File: src/rtl/regfile_write_arbiter.sv
// Register-file write-port arbiter: clear sequencer > core write-back > debug writes.
// Optional debug wait statistics counter enabled by defining RF_ARB_WAIT_CNT_EN.
module regfile_write_arbiter #(
    parameter int NREGS  = 32,
    parameter int ADDR_W = 5,
    parameter int DATA_W = 32,
    parameter int CNT_W  = 16
) (
    input  logic              clk,
    input  logic              rst,
    input  logic              wb_en,
    input  logic [ADDR_W-1:0] wb_dir,
    input  logic [DATA_W-1:0] wb_data,
    output logic              core_stall,
    input  logic              dbg_valid,
    input  logic [ADDR_W-1:0] dbg_dir,
    input  logic [DATA_W-1:0] dbg_data,
    output logic              dbg_ready,
    input  logic              clr_start,
    output logic              clr_busy,
    output logic              clr_done,
    output logic              rf_we,
    output logic [ADDR_W-1:0] rf_dir,
    output logic [DATA_W-1:0] rf_data,
    output logic [CNT_W-1:0]  dbg_wait_cnt
);

    typedef enum logic [1:0] {IDLE, CLEAR, DONE} state_t;

    localparam logic [ADDR_W-1:0] LAST_IDX  = ADDR_W'(NREGS - 1);
    localparam logic [ADDR_W-1:0] FIRST_IDX = ADDR_W'(1);

    state_t            state, nextState;
    logic [ADDR_W-1:0] clrIdx;
    logic              weNext;
    logic [ADDR_W-1:0] dirNext;
    logic [DATA_W-1:0] dataNext;

    always_ff @(posedge clk or negedge rst) begin
        if (!rst) state <= IDLE;
        else      state <= nextState;
    end

    always_comb begin
        nextState = state;
        case (state)
            IDLE:    if (clr_start) nextState = CLEAR;
            CLEAR:   if (clrIdx == LAST_IDX) nextState = DONE;
            DONE:    nextState = IDLE;
            default: nextState = IDLE;
        endcase
    end

    // Writes to register 0 are handshaken but never reach the register file.
    always_comb begin
        clr_busy   = (state == CLEAR) || (state == DONE);
        core_stall = clr_busy;
        dbg_ready  = rst && (state == IDLE) && !wb_en && !clr_start;
        weNext     = 1'b0;
        dirNext    = rf_dir;
        dataNext   = rf_data;
        if (state == CLEAR) begin
            weNext   = 1'b1;
            dirNext  = clrIdx;
            dataNext = '0;
        end else if (state == IDLE && wb_en) begin
            if (wb_dir != '0) begin
                weNext   = 1'b1;
                dirNext  = wb_dir;
                dataNext = wb_data;
            end
        end else if (dbg_valid && dbg_ready) begin
            if (dbg_dir != '0) begin
                weNext   = 1'b1;
                dirNext  = dbg_dir;
                dataNext = dbg_data;
            end
        end
    end

    always_ff @(posedge clk or negedge rst) begin
        if (!rst) begin
            clrIdx   <= FIRST_IDX;
            rf_we    <= 1'b0;
            rf_dir   <= '0;
            rf_data  <= '0;
            clr_done <= 1'b0;
        end else begin
            clrIdx   <= (state == CLEAR) ? clrIdx + FIRST_IDX : FIRST_IDX;
            rf_we    <= weNext;
            rf_dir   <= dirNext;
            rf_data  <= dataNext;
            clr_done <= (state == DONE);
        end
    end

`ifdef RF_ARB_WAIT_CNT_EN
    function automatic logic [CNT_W-1:0] satInc(input logic [CNT_W-1:0] v);
        return (&v) ? v : v + CNT_W'(1);
    endfunction

    logic [CNT_W-1:0] waitCnt;

    always_ff @(posedge clk or negedge rst) begin
        if (!rst)                         waitCnt <= '0;
        else if (dbg_valid && !dbg_ready) waitCnt <= satInc(waitCnt);
    end

    assign dbg_wait_cnt = waitCnt;
`else
    assign dbg_wait_cnt = '0;
`endif

endmodule
File: config.mk
export PLATFORM = sky130hd
export DESIGN_NAME = regfile_write_arbiter
export DESIGN_NICKNAME = d
export VERILOG_FILES = /design/src/rtl/regfile_write_arbiter.sv
export SDC_FILE = /design/constraint.sdc
export NUM_CORES = 1
export LEC_CHECK = 0
export CAP_MARGIN = 30
export CORE_MARGIN = 2
export CORE_UTILIZATION = 30
export DETAILED_ROUTE_END_ITERATION = 16
export MAX_ROUTING_LAYER = met4
export PLACE_DENSITY_LB_ADDON = 0.05
export SLEW_MARGIN = 30
export SYNTH_ARGS = -nofsm -noshare
export SYNTH_HDL_FRONTEND = slang
export SYNTH_SLANG_ARGS = --single-unit
File: constraint.sdc
create_clock -name clk -period 2.07 [get_ports clk]
set_clock_uncertainty 0.15 [all_clocks]
set_input_delay 0.621 -clock clk [delete_from_list [all_inputs] [get_ports clk]]
set_output_delay 0.621 -clock clk [all_outputs]
set_load 0.02 [all_outputs]
== After elaboration in Yosys (flattened, before gate mapping) ==
Index checks and enable logic that the tools add are counted.

* Add/subtract/negate cells: 1
* Equality and inequality tests: 6
* Multiplexer cells: 19
* Reductions and logical operators: 15

{| class="wikitable"
|+ Operators by type and width
! kind !! count
|-
| 32-bit 2-to-1 mux || 5
|-
| 5-bit 2-to-1 mux || 6
|-
| 5-bit nonzero test || 2
|-
| 3-bit nonzero test || 2
|-
| 5-bit by 1-bit adder with 5-bit output, second input constant || 1
|-
| 5-bit == test, second input constant || 1
|-
| 1-bit logical AND || 5
|-
| 1-bit 2-to-1 mux || 5
|-
| 2-bit 2-to-1 mux || 2
|-
| 2-bit inequality test, second input constant || 2
|-
| 2-bit case mux with 2 select lines || 1
|-
| 3-bit by 2-bit inequality test with 1-bit output, second input constant || 1
|-
| 3-bit AND reduction || 1
|-
| 2-bit by 1-bit == test with 1-bit output, second input constant || 1
|-
| 2-bit == test, second input constant || 1
|-
| 1-bit zero test || 2
|-
| 2-bit zero test || 1
|-
| 2-bit AND reduction || 1
|-
| 1-bit logical OR || 1
|}

* Register bits: 46
* Output and inout bits: 58

== Depth between registers and ports, before layout ==
Gate-level depths: netlist of run 1.

* Word-level depth: 8
* Mapped depth: 8

== Least setup slack after synthesis of run 1 ==
Ideal clock, no wire load.

* Path kind: input to register
* From: in dbg_dir[3]
* To: reg rf_data[25]
* Setup time: 0.099 ns
* Arrival: 1.937 ns
* Setup slack: -0.116 ns
* Stages on the path: 6
* Path buffers: 2
* Cells stage by stage: or3_1 o311a_1 or2_1 buf_6 buf_6 a311oi_1

* Longest elaborated chain between the ends: 3

{| class="wikitable"
|+ RTL lines
! what !! line !! source
|-
| from (decl) || 16 || <nowiki>input logic [ADDR_W-1:0] dbg_dir,</nowiki>
|-
| 5-bit nonzero test || 73 || <nowiki>if (dbg_dir != '0) begin</nowiki>
|-
| 3-bit nonzero test (no source line) || -- ||
|-
| 3-bit AND reduction (no source line) || -- ||
|-
| to (signal assigned) || 92 || <nowiki>rf_data <= dataNext;</nowiki>
|-
| to (decl) || 24 || <nowiki>output logic [DATA_W-1:0] rf_data,</nowiki>
|}

No other way between the ends.
A chain may end at the register's enable or synchronous reset.

== Final worst setup path of run 1 ==
* From: in dbg_dir[1]
* To: reg rf_dir[0]

* Longest elaborated chain between the ends: 3

{| class="wikitable"
|+ RTL lines
! what !! line !! source
|-
| 5-bit nonzero test || 73 ||
|-
| 3-bit nonzero test (no source line) || -- ||
|-
| 3-bit AND reduction (no source line) || -- ||
|-
| to (signal assigned) || 91 || <nowiki>rf_dir <= dirNext;</nowiki>
|-
| to (decl) || 23 || <nowiki>output logic [ADDR_W-1:0] rf_dir,</nowiki>
|}

No other way between the ends.

==> results of run 1 <==
[where the power goes]
part	internal, uW	leakage [uW]	switching (uW)	total, uW
logic	1640	0.00162	1830	3470
registers	1310	0.000593	223	1530
clock network	484	0.0000683	340	824
total	3430	0.00228	2390	5820
[stage by stage]
step,hold WS (ns),total power (uW)
global route,0.342,6210
global placement,0.316,4630
detailed placement,0.315,4660
CTS,0.314,5880
finish,0.286,5820
floorplan,0.175,3250
[per-layer routing]
| layer | up-vias | global-route usage |
|---|---|---|
| met3 | 12 | 0.0486 |
| met1 | 1286 | 0.248 |
| met2 | 99 | 0.315 |
| li1 | 1255 | - |
| met4 | 0 | 0.0540 |
| met5 | - | - |
[worst register-to-register path, delay by kind of cell (launching register included)]
| kind | cells | cell delay [ns] |
|---|---|---|
| flip-flops | 1 | 0.37 |
| buffers and inverters | 4 | 0.44 |
| AND/OR/NAND/NOR | 2 | 0.51 |
| AO/OA/AOI/OAI | 2 | 0.40 |
| adder cells (fa/ha/maj) | 1 | 0.16 |
[cell type report]
type | count | area share
Inverter | 3 | 0.00249
Tap cell | 105 | 0.0291
Sequential cell | 46 | 0.255
Clock buffer | 5 | 0.0152
Multi-Input combinational cell | 199 | 0.311
Timing Repair Buffer | 154 | 0.371
Clock inverter | 3 | 0.0152
[sequential cells by signal (all words and copies together), names as in the netlist]
| name | count |
|---|---|
| rf_data | 32 |
| clrIdx | 5 |
| rf_dir | 5 |
| state | 2 |
| clr_done | 1 |
| rf_we | 1 |
[how the worst min path moves through the flow]
stage,from,end,slack [ns],cells past startpoint
3_3_place_gp,clrIdx[0]$_DFF_PN1_,clrIdx[0]$_DFF_PN1_,0.32,1
6_report,rst,rf_dir[3]$_DFFE_PN0P_,0.29,2
4_1_cts,rst,clr_done$_DFF_PN0_,0.31,2
3_5_place_dp,clrIdx[0]$_DFF_PN1_,clrIdx[0]$_DFF_PN1_,0.32,1
2_1_floorplan,rst,clrIdx[1]$_DFF_PN0_,0.18,0
5_1_grt,rst,rf_data[26]$_DFFE_PN0P_,0.34,2
[cell usage in the layout (no fill, tap or decap), types with 2 or more instances in the layout]
master / synthesis / layout
sky130_fd_sc_hd__clkdlybuf4s50_1: 0 / 70
sky130_fd_sc_hd__dfrtp_1: 45 / 45
sky130_fd_sc_hd__nand2_1: 36 / 36
sky130_fd_sc_hd__nand3_1: 34 / 34
sky130_fd_sc_hd__nor3_1: 33 / 32
sky130_fd_sc_hd__dlymetal6s2s_1: 0 / 32
sky130_fd_sc_hd__a311oi_2: 0 / 28
sky130_fd_sc_hd__buf_4: 17 / 19
sky130_fd_sc_hd__conb_1: 1 / 16
sky130_fd_sc_hd__dlygate4sd2_1: 0 / 11
sky130_fd_sc_hd__buf_6: 4 / 8
sky130_fd_sc_hd__buf_12: 0 / 7
sky130_fd_sc_hd__and3_1: 5 / 5
sky130_fd_sc_hd__o21ai_0: 6 / 5
sky130_fd_sc_hd__clkbuf_8: 0 / 5
sky130_fd_sc_hd__and2_1: 4 / 4
sky130_fd_sc_hd__a211oi_1: 4 / 4
sky130_fd_sc_hd__nand2b_1: 4 / 4
sky130_fd_sc_hd__o311a_1: 5 / 4
sky130_fd_sc_hd__a311oi_1: 32 / 4
sky130_fd_sc_hd__ha_1: 6 / 4
sky130_fd_sc_hd__buf_2: 1 / 3
sky130_fd_sc_hd__inv_2: 0 / 2
sky130_fd_sc_hd__a21oi_1: 3 / 2
sky130_fd_sc_hd__bufinv_16: 0 / 2
sky130_fd_sc_hd__buf_16: 0 / 2
[logic make-up after synthesis]
kind of cell	after synthesis	share of synthesized area
AND/OR/NAND/NOR	123	0.235
AO/OA/AOI/OAI	52	0.165
buffers and inverters	50	0.111
flip-flops	46	0.451
adder cells (fa/ha/maj)	6	0.0294
XOR/XNOR	2	0.00685
other	1	0.00147
[timing repair]
item / in CTS / in global routing
setup endpoints to repair: 49 / 71
gates resized for setup: 74 / 48
buffers inserted: 4 / 2
cloned: 3 / 2
pin swaps: 9 / 10
endpoints found under the hold margin: 0 / 0
==> results_dict.tcl, run 1 <==
set metrics [dict create \
    yosys.area.top_type "sky130_fd_sc_hd__dfrtp_1" \
    peakVddDrop_mv 0.495 \
    met3_length_um 711 \
    total_via_count_after_detailed_routing 2652 \
    instances_no_fill 515 \
    met2RoutedLength_um 4390 \
    synth.lib_cells_used.distinct 31 \
    crit_fanout 5 \
    synth_edf_count 0 \
    initial_core_util 0.310 \
    clkTransAtPathRegs_ns 0.10 \
    cts_hold_repair.buffers 0 \
    worstHoldPathType "input pin to async pin" \
    drv.max_cap_violation_count 0 \
    cp_slowest_stage_delay_ns 0.38 \
    first_pass_iters 4 \
    gpl.final_weighted_congestion 0.731 \
    drt.antenna.violating_nets 0 \
    timing.slew.headroom 0.588 \
    core.rowCount 33 \
    finalNetCount 494 \
    worst-slew-pin-transition_ns 0.617 \
    clkLatencyLatePin_ns 0.31 \
    detailed_place_hpwl_um 5720 \
    synth_top_flop_cell "sky130_fd_sc_hd__dfrtp_1" \
    synthDominantCellAreaShare 0.441 \
    rr_endpoint "rf_dir[0]$_DFFE_PN0P_" \
    power-per-cell-area_nw_per_um2 1290 \
    timing.final.crit_share 1.06 \
    most_frequent_cell_after_synthesis "sky130_fd_sc_hd__dfrtp_1" \
    r2r_start "state[0]$_DFFE_PN0P_" \
    total_die_area_um2 9270 \
    synthArstFlopShare 1.00 \
    post_drt_via_cell_ratio 5.15 \
    global_route_usage_over_all_layers 0.196 \
    run_status "complete, but fails checks" \
    global_route_wire_length_before_repair_um 13600 \
    multi_input_gate_area_in_the_final_layout_um2 1410 \
    synth.yosys.warnings 0 \
    cp_slowest_cell "sky130_fd_sc_hd__or3_4" \
    crit_cells 7 \
    htreeDepth 2 \
    synth_top_cells_by_area "sky130_fd_sc_hd__dfrtp_1 44%, sky130_fd_sc_hd__a311oi_1 11%, sky130_fd_sc_hd__nand3_1 6.7%" \
    grt-ovfl-total 0 \
    n_antenna_cell 0 \
    worst-endpoint-arrival_ns 2.23 \
    path_buf_inv 3 \
    core-area_um2 8260 \
    port_buffers 120 \
    postSynthCellCount 280 \
    setup.worst_path.start_class "input pin" \
    slew_violations 0 \
    placement.setup.worst_slack_ns -0.717 \
    timing.critical_path.required_ns 2.11 \
    post-route-cell-area_um2 4510 \
    cts_buffer_depth 2 \
    rsz0062_at_grt "yes" \
    drt-met1-wl_um 3820 \
    cp-end-kind "flip-flop" \
    vias_in_the_first_global_route 2714 \
    cts_tree "built" \
    synth_seq_cells 46 \
    synth_commonest_cells "45 x sky130_fd_sc_hd__dfrtp_1, 36 x sky130_fd_sc_hd__nand2_1, 34 x sky130_fd_sc_hd__nand3_1" \
    failed_checks "setup timing" \
    setup_tns_ns -1.91 \
    timing.final.crit_period_ns 2.18 \
    area.sequential_um2 1150 \
    master_cell_of_the_clock_root_buffer "sky130_fd_sc_hd__clkbuf_8" \
    finalSetupViolations 31 \
    area_growth_syn_to_layout_pct 76.6 \
    timing.reg2reg.worst_path_depth 9 \
    cellLeakagePower_uw 0.00228 \
    setup.worst_path.class "input pin to flip-flop" \
    layout-drive-gt1-share 0.217 \
    cts_buffers 5 \
    syn_avg_cell_area_um2 9.13 \
    numPlacedInstances 497 \
    crit_path_start "dbg_dir[1]" \
    top_layer_used "met4" \
    detailed_place.area_um2 3900 \
    finalHoldViolations 0 \
    timing.final.ws_setup_ns -0.115 \
    cts.sink_count 46 \
    routed_wl_um 9020 \
    ff2ff_setup_slack_ns -0.06 \
    num_io_pins 137 \
    fp.dieH_um 96.3 \
    critPathCapture "rf_dir[0]$_DFFE_PN0P_" \
    path_cells "buf_6 -> or3_4 -> o311a_4 -> or2_4 -> buf_12 -> buf_12 -> a221o_1" \
    max_freq_mhz 458 \
    timing.critical_path.max_delay_family "simple AND/OR/NAND/NOR gates" \
    drcViolationCount 0 \
    grt_antenna_before_repair 0 \
    wl_per_cell_um 17.5 \
    largest_net_degree_at_the_start_of_global_routing 47 \
    die-width_um 96.3 \
    layout.filler_cells 783 \
    dr.first_iter.drc_count 90 \
    critical-path-top-cell-by-count "sky130_fd_sc_hd__buf_12" \
    final_core_util 0.547 \
    seq_area_frac_synth 0.451 \
    syn_area_um2 2560 \
]
Power figures use the tool's default switching activity.
==> run 2, diff against run 1 <==
--- a/config.mk
+++ b/config.mk
@@ -9,6 +9,7 @@
 export CORE_MARGIN = 2
 export CORE_UTILIZATION = 30
 export DETAILED_ROUTE_END_ITERATION = 16
+export DONT_BUFFER_PORTS = 1
 export MAX_ROUTING_LAYER = met4
 export PLACE_DENSITY_LB_ADDON = 0.05
 export SLEW_MARGIN = 30
==> run 2 against run 1 <==
The flow still finishes with violations (setup timing). Largest power group unchanged. Clock power is 29% lower. Hold slack lost 0.28 ns. Setup slack improved by 0.062 ns. Critical endpoint is now dbg_ready. Highest routed layer unchanged. Die area unchanged. Sequential cell count unchanged. Final cell count is 24% lower.
==> results_dict.tcl, run 2 (synthesis results as in run 1) <==
set metrics [dict create \
    cp-end-kind "primary output" \
    core.rowCount 33 \
    port_buffers 0 \
    master_cell_of_the_clock_root_buffer "sky130_fd_sc_hd__clkbuf_8" \
    finalNetCount 372 \
    fp.dieH_um 96.3 \
    max_freq_mhz 471 \
    area_growth_syn_to_layout_pct 24.4 \
    clkLatencyLatePin_ns 0.29 \
    drv.max_cap_violation_count 0 \
    routed_wl_um 8170 \
    htreeDepth 2 \
    gpl.final_weighted_congestion 0.676 \
    cp_slowest_cell "sky130_fd_sc_hd__dfrtp_1" \
    path_cells "inv_2 -> ha_4 -> and4bb_2 -> buf_6 -> buf_6" \
    setup.worst_path.start_class "flip-flop" \
    drt.antenna.violating_nets 0 \
    global_route_wire_length_before_repair_um 11600 \
    drcViolationCount 0 \
    clkTransAtPathRegs_ns 0.09 \
    power-per-cell-area_nw_per_um2 1520 \
    share_seq_of_total_power 0.429 \
    r2r_start "state[0]$_DFFE_PN0P_" \
    first_pass_iters 4 \
    placement.setup.worst_slack_ns -0.308 \
    final_cell_mix "45 x sky130_fd_sc_hd__dfrtp_1, 35 x sky130_fd_sc_hd__nand2_1, 34 x sky130_fd_sc_hd__nand3_1, 33 x sky130_fd_sc_hd__nor3_1, 31 x sky130_fd_sc_hd__a311oi_2" \
    layout-drive-gt1-share 0.278 \
    finalHoldViolations 0 \
    largest_register_ff_count 32 \
    comb_power_share 0.450 \
    timing.critical_path.required_ns 1.30 \
    p_int_uw 2570 \
    timing.slew.headroom 0.605 \
    worstHoldPathType "input pin to async pin" \
    initial_core_util 0.310 \
    vias_in_the_first_global_route 2165 \
    worst-endpoint-arrival_ns 1.35 \
    wl_per_cell_um 20.8 \
    run_status "complete, but fails checks" \
    dr.first_iter.drc_count 76 \
    cp_slowest_stage_delay_ns 0.40 \
    cts_buffer_depth 2 \
    largestRegisters "rf_data x32, clrIdx x5, rf_dir x5" \
    detailed_place_hpwl_um 5200 \
    ff2ff_setup_slack_ns -0.04 \
    timing.final.ws_setup_ns -0.0524 \
    slew_violations 0 \
    finalSetupViolations 5 \
    timing.reg2reg.worst_path_depth 8 \
    grt-ovfl-total 0 \
    failed_checks "setup timing" \
    grt_antenna_before_repair 0 \
    global_route_usage_over_all_layers 0.168 \
    max_flop_register "rf_data" \
    switching_share 0.467 \
    globalRouteMet1Util 0.218 \
    core-area_um2 8260 \
    rr_endpoint "rf_dir[2]$_DFFE_PN0P_" \
    peakVddDrop_mv 0.484 \
    timing.final.crit_period_ns 2.12 \
    total_via_count_after_detailed_routing 2230 \
    num_io_pins 137 \
    timing.final.crit_share 1.03 \
    largest_net_degree_at_the_start_of_global_routing 47 \
    setup.worst_path.class "flip-flop to primary output" \
    critical-path-top-cell-by-count "sky130_fd_sc_hd__buf_6" \
    clock_power_share 0.121 \
    final_core_util 0.385 \
    die-width_um 96.3 \
    cts_tree "built" \
    cts_buffers 5 \
    rsz0062_at_grt "yes" \
    netSwitchingPower_uw 2250 \
    groute.layer.met3.usage 0.0454 \
    grt-busiest-layer "met2" \
    cts.sink_count 46 \
    global_route.usage.met2 0.266 \
    worst-slew-pin-transition_ns 0.592 \
    crit_fanout 2 \
    layout.cells.most_common "sky130_fd_sc_hd__dfrtp_1" \
    n_antenna_cell 0 \
    cellLeakagePower_uw 0.00133 \
    total_die_area_um2 9270 \
    post_drt_via_cell_ratio 5.67 \
]
## run 2: layout make-up
cell class / instances / area [um2]
sequential: 46 / 1150
clock buffer: 7 / 86.3
clock inverter: 1 / 5.00
inverter: 3 / 11.3
tap: 105 / 131
timing repair buffer: 32 / 380
fill: 867 / 5080
multi-input combinational: 199 / 1410
## run 2: per-stage QoR
step	setup TNS, ns	hold slack (ns)	area, um2	total power [uW]	std cells
floorplan	-4.00	0.175	2610	3250	295
global placement	-8.56	0.177	2660	3740	374
detailed placement	-9.92	0.177	2660	3720	374
CTS	-0.0584	0.0153	2850	4430	388
global route	-1.46	0.00845	3180	5150	393
finish	-0.181	0.00640	3180	4830	393
## run 2: what timing repair did
item / in CTS / in global routing
hold buffers: 1 / 0
buffers inserted: 5 / 2
resized for setup: 11 / 41
pin swaps: 2 / 17
gates cloned: 0 / 3
endpoints found under the hold margin: 46 / 0
setup endpoints to repair: 7 / 37
## run 2: per-layer routing
metal | part of all wire | wire [um] | up-vias
met1 | 0.42 | 3410 | 1133
met3 | 0.088 | 722 | 4
met5 | 0 | 0 | -
met2 | 0.49 | 3990 | 85
li1 | - | - | 1008
met4 | 0.0048 | 39 | 0
## run 2: worst max path at each step
stage                         start                       to  slack [ns]  cells after the start
6_report       state[0]$_DFFE_PN0P_                dbg_ready       -0.05                      5
5_1_grt        state[1]$_DFFE_PN0P_                dbg_ready       -0.13                      5
4_1_cts        state[1]$_DFFE_PN0P_                dbg_ready       -0.06                      5
3_5_place_dp             dbg_dir[3]    rf_dir[2]$_DFFE_PN0P_       -0.31                      5
3_3_place_gp             dbg_dir[3]    rf_dir[4]$_DFFE_PN0P_       -0.27                      5
2_1_floorplan            dbg_dir[3]  rf_data[25]$_DFFE_PN0P_       -0.12                      6
## run 2: power by group through the flow
| stage | Clock (uW) | Combinational (uW) | Sequential (uW) |
|---|---|---|---|
| after detailed placement | 0 | 1630 | 2100 |
| after global routing | 646 | 2370 | 2130 |
| after global placement | 0 | 1630 | 2110 |
| after floorplan | 0 | 1270 | 1980 |
| after CTS | 616 | 1730 | 2080 |
| final | 584 | 2170 | 2070 |
## run 2: critical path, delay by kind of cell, from the launching register on
family,cells,cell delay [ns]
simple gates,1,0.25
buf+inv,3,0.29
flops,1,0.40
fa+ha+maj,1,0.13
==> run 3, diff against run 2 <==
--- a/config.mk
+++ b/config.mk
@@ -11,7 +11,8 @@
 export DETAILED_ROUTE_END_ITERATION = 16
 export DONT_BUFFER_PORTS = 1
 export MAX_ROUTING_LAYER = met4
-export PLACE_DENSITY_LB_ADDON = 0.05
+export PLACE_DENSITY = 0.57
+export SKIP_CTS_REPAIR_TIMING = 1
 export SLEW_MARGIN = 30
 export SYNTH_ARGS = -nofsm -noshare
 export SYNTH_HDL_FRONTEND = slang
==> run 3 against run 2 <==
The run still ends with setup timing left. Wire length decreased by 14%. Setup slack worse by 0.020 ns. Global-route usage fell by 1.4 points. Sequential power barely moved. Hold slack better by 0.012 ns. Die area did not move. Combinational power shrank 23%. Register-to-register slack better by 0.15 ns. Power down 8.2%. Final cell count decreased by 3.1%. First-iteration DRC count shrank 24%. Fmax decreased by 0.92%.
==> results_dict.tcl, run 3 (synthesis results as in run 1) <==
set metrics [dict create \
    cts.sink_count 46 \
    cts_tree "built" \
    timing.critical_path.required_ns 1.30 \
    max_freq_mhz 467 \
    core.rowCount 33 \
    post_drt_via_cell_ratio 5.53 \
    n_antenna_cell 0 \
    clkTransAtPathRegs_ns 0.09 \
    gpl.final_weighted_congestion 0.754 \
    timing.reg2reg.worst_path_depth 9 \
    worstHoldPathType "input pin to async pin" \
    master_cell_of_the_clock_root_buffer "sky130_fd_sc_hd__clkbuf_8" \
    ff2ff_setup_slack_ns 0.11 \
    cts_buffer_depth 2 \
    detailed_place.area_um2 2630 \
    layout.cells.most_common "sky130_fd_sc_hd__dfrtp_1" \
    finalNetCount 360 \
    clkLatencyLatePin_ns 0.29 \
    total_die_area_um2 9270 \
    cp_slowest_cell "sky130_fd_sc_hd__dfrtp_1" \
    largest_net_degree_at_the_start_of_global_routing 48 \
    grt_antenna_before_repair 0 \
    port_buffers 0 \
    timing.final.ws_setup_ns -0.0722 \
    total_via_count_after_detailed_routing 2107 \
    drv.max_cap_violation_count 0 \
    rsz0062_at_grt "yes" \
    critPathCapture "dbg_ready" \
    peakVddDrop_mv 0.423 \
    rr_endpoint "rf_data[2]$_DFFE_PN0P_" \
    crit_path_start "state[0]$_DFFE_PN0P_" \
    cts_buffers 5 \
    initial_core_util 0.310 \
    dr.first_iter.drc_count 58 \
    path_cells "inv_2 -> ha_4 -> and4bb_2 -> buf_4 -> buf_6" \
    cp-end-kind "primary output" \
    finalHoldViolations 0 \
    htreeDepth 2 \
    multi_input_gate_area_in_the_final_layout_um2 1230 \
    layout.filler_cells 844 \
    path_buf_inv 3 \
    detailed_place_hpwl_um 5010 \
    power-per-cell-area_nw_per_um2 1550 \
    die-width_um 96.3 \
    cp_slowest_stage_delay_ns 0.38 \
    area_growth_syn_to_layout_pct 11.8 \
    area.sequential_um2 1150 \
    largest_register_ff_count 32 \
    grt-ovfl-total 0 \
    drt.antenna.violating_nets 0 \
    crit_cells 5 \
    timing.final.crit_period_ns 2.14 \
    fp.dieH_um 96.3 \
    global_route_wire_length_before_repair_um 10700 \
    core-area_um2 8260 \
    finalSetupViolations 1 \
    global_route_usage_over_all_layers 0.155 \
    max_flop_register "rf_data" \
    worst-endpoint-arrival_ns 1.37 \
    routed_wl_um 6990 \
    final_cell_mix "45 x sky130_fd_sc_hd__dfrtp_1, 36 x sky130_fd_sc_hd__nand2_1, 34 x sky130_fd_sc_hd__nand3_1, 33 x sky130_fd_sc_hd__nor3_1, 29 x sky130_fd_sc_hd__a311oi_1" \
    timing.final.crit_share 1.03 \
    cellLeakagePower_uw 0.00121 \
    layout-drive-gt1-share 0.141 \
    slew_violations 0 \
    drcViolationCount 0 \
    largestRegisters "rf_data x32, clrIdx x5, rf_dir x5" \
    wl_per_cell_um 18.3 \
    setup.worst_path.start_class "flip-flop" \
    first_pass_iters 5 \
    crit_fanout 2 \
    r2r_start "state[0]$_DFFE_PN0P_" \
    failed_checks "setup timing" \
    timing.critical_path.max_delay_family "flip-flops" \
    num_io_pins 137 \
    final_core_util 0.346 \
    setup.worst_path.class "flip-flop to primary output" \
    vias_in_the_first_global_route 1969 \
    run_status "complete, but fails checks" \
    post-route-cell-area_um2 2860 \
]
-- run 3: how the worst min path moves through the flow --
stage | from | end | slack, ns | depth (start not counted)
3_3_place_gp | rst | clr_done$_DFF_PN0_ | 0.18 | 0
6_report | rst | clr_done$_DFF_PN0_ | 0.02 | 1
3_5_place_dp | rst | clr_done$_DFF_PN0_ | 0.18 | 0
2_1_floorplan | rst | clrIdx[1]$_DFF_PN0_ | 0.18 | 0
4_1_cts | rst | clr_done$_DFF_PN0_ | -0.15 | 0
5_1_grt | rst | clr_done$_DFF_PN0_ | 0.02 | 1
-- run 3: stage by stage --
| stage | cells | setup TNS, ns | hold slack, ns | power, uW | worst slack, ns |
|---|---|---|---|---|---|
| floorplan | 295 | -4.00 | 0.175 | 3250 | -0.116 |
| global placement | 370 | -7.12 | 0.177 | 3630 | -0.254 |
| detailed placement | 370 | -8.65 | 0.177 | 3670 | -0.301 |
| CTS | 378 | -3.02 | -0.155 | 4380 | -0.233 |
| global route | 381 | -0.121 | 0.0201 | 4770 | -0.116 |
| finish | 381 | -0.0722 | 0.0187 | 4430 | -0.0722 |
-- run 3: worst register-to-register path: stages, from the launching register on --
cell and delay [ns]:
sky130_fd_sc_hd__dfrtp_1 0.41, sky130_fd_sc_hd__inv_2 0.08, sky130_fd_sc_hd__ha_4 0.13, sky130_fd_sc_hd__buf_4 0.12
sky130_fd_sc_hd__nand2_1 0.11, sky130_fd_sc_hd__a21oi_4 0.14, sky130_fd_sc_hd__buf_6 0.18, sky130_fd_sc_hd__buf_6 0.19
sky130_fd_sc_hd__nor3_1 0.07, sky130_fd_sc_hd__a311oi_1 0.28
-- run 3: area by class of cell --
type	instances	area share
Clock buffer	7	0.0302
Clock inverter	1	0.0105
Inverter	3	0.00394
Multi-Input combinational cell	199	0.430
Sequential cell	46	0.403
Tap cell	105	0.0460
Timing Repair Buffer	20	0.0757
-- run 3: power by group --
| part | switching, uW | internal [uW] |
|---|---|---|
| sequential | 763 | 1300 |
| clock | 290 | 394 |
| combinational | 950 | 731 |
-- run 3: metal layers --
| metal | up-vias | wire, um | global-route usage |
|---|---|---|---|
| li1 | 987 | - | - |
| met1 | 1004 | 2970 | 0.208 |
| met2 | 112 | 3330 | 0.240 |
| met3 | 4 | 661 | 0.0368 |
| met4 | 0 | 18 | 0.0282 |
| met5 | - | 0 | - |
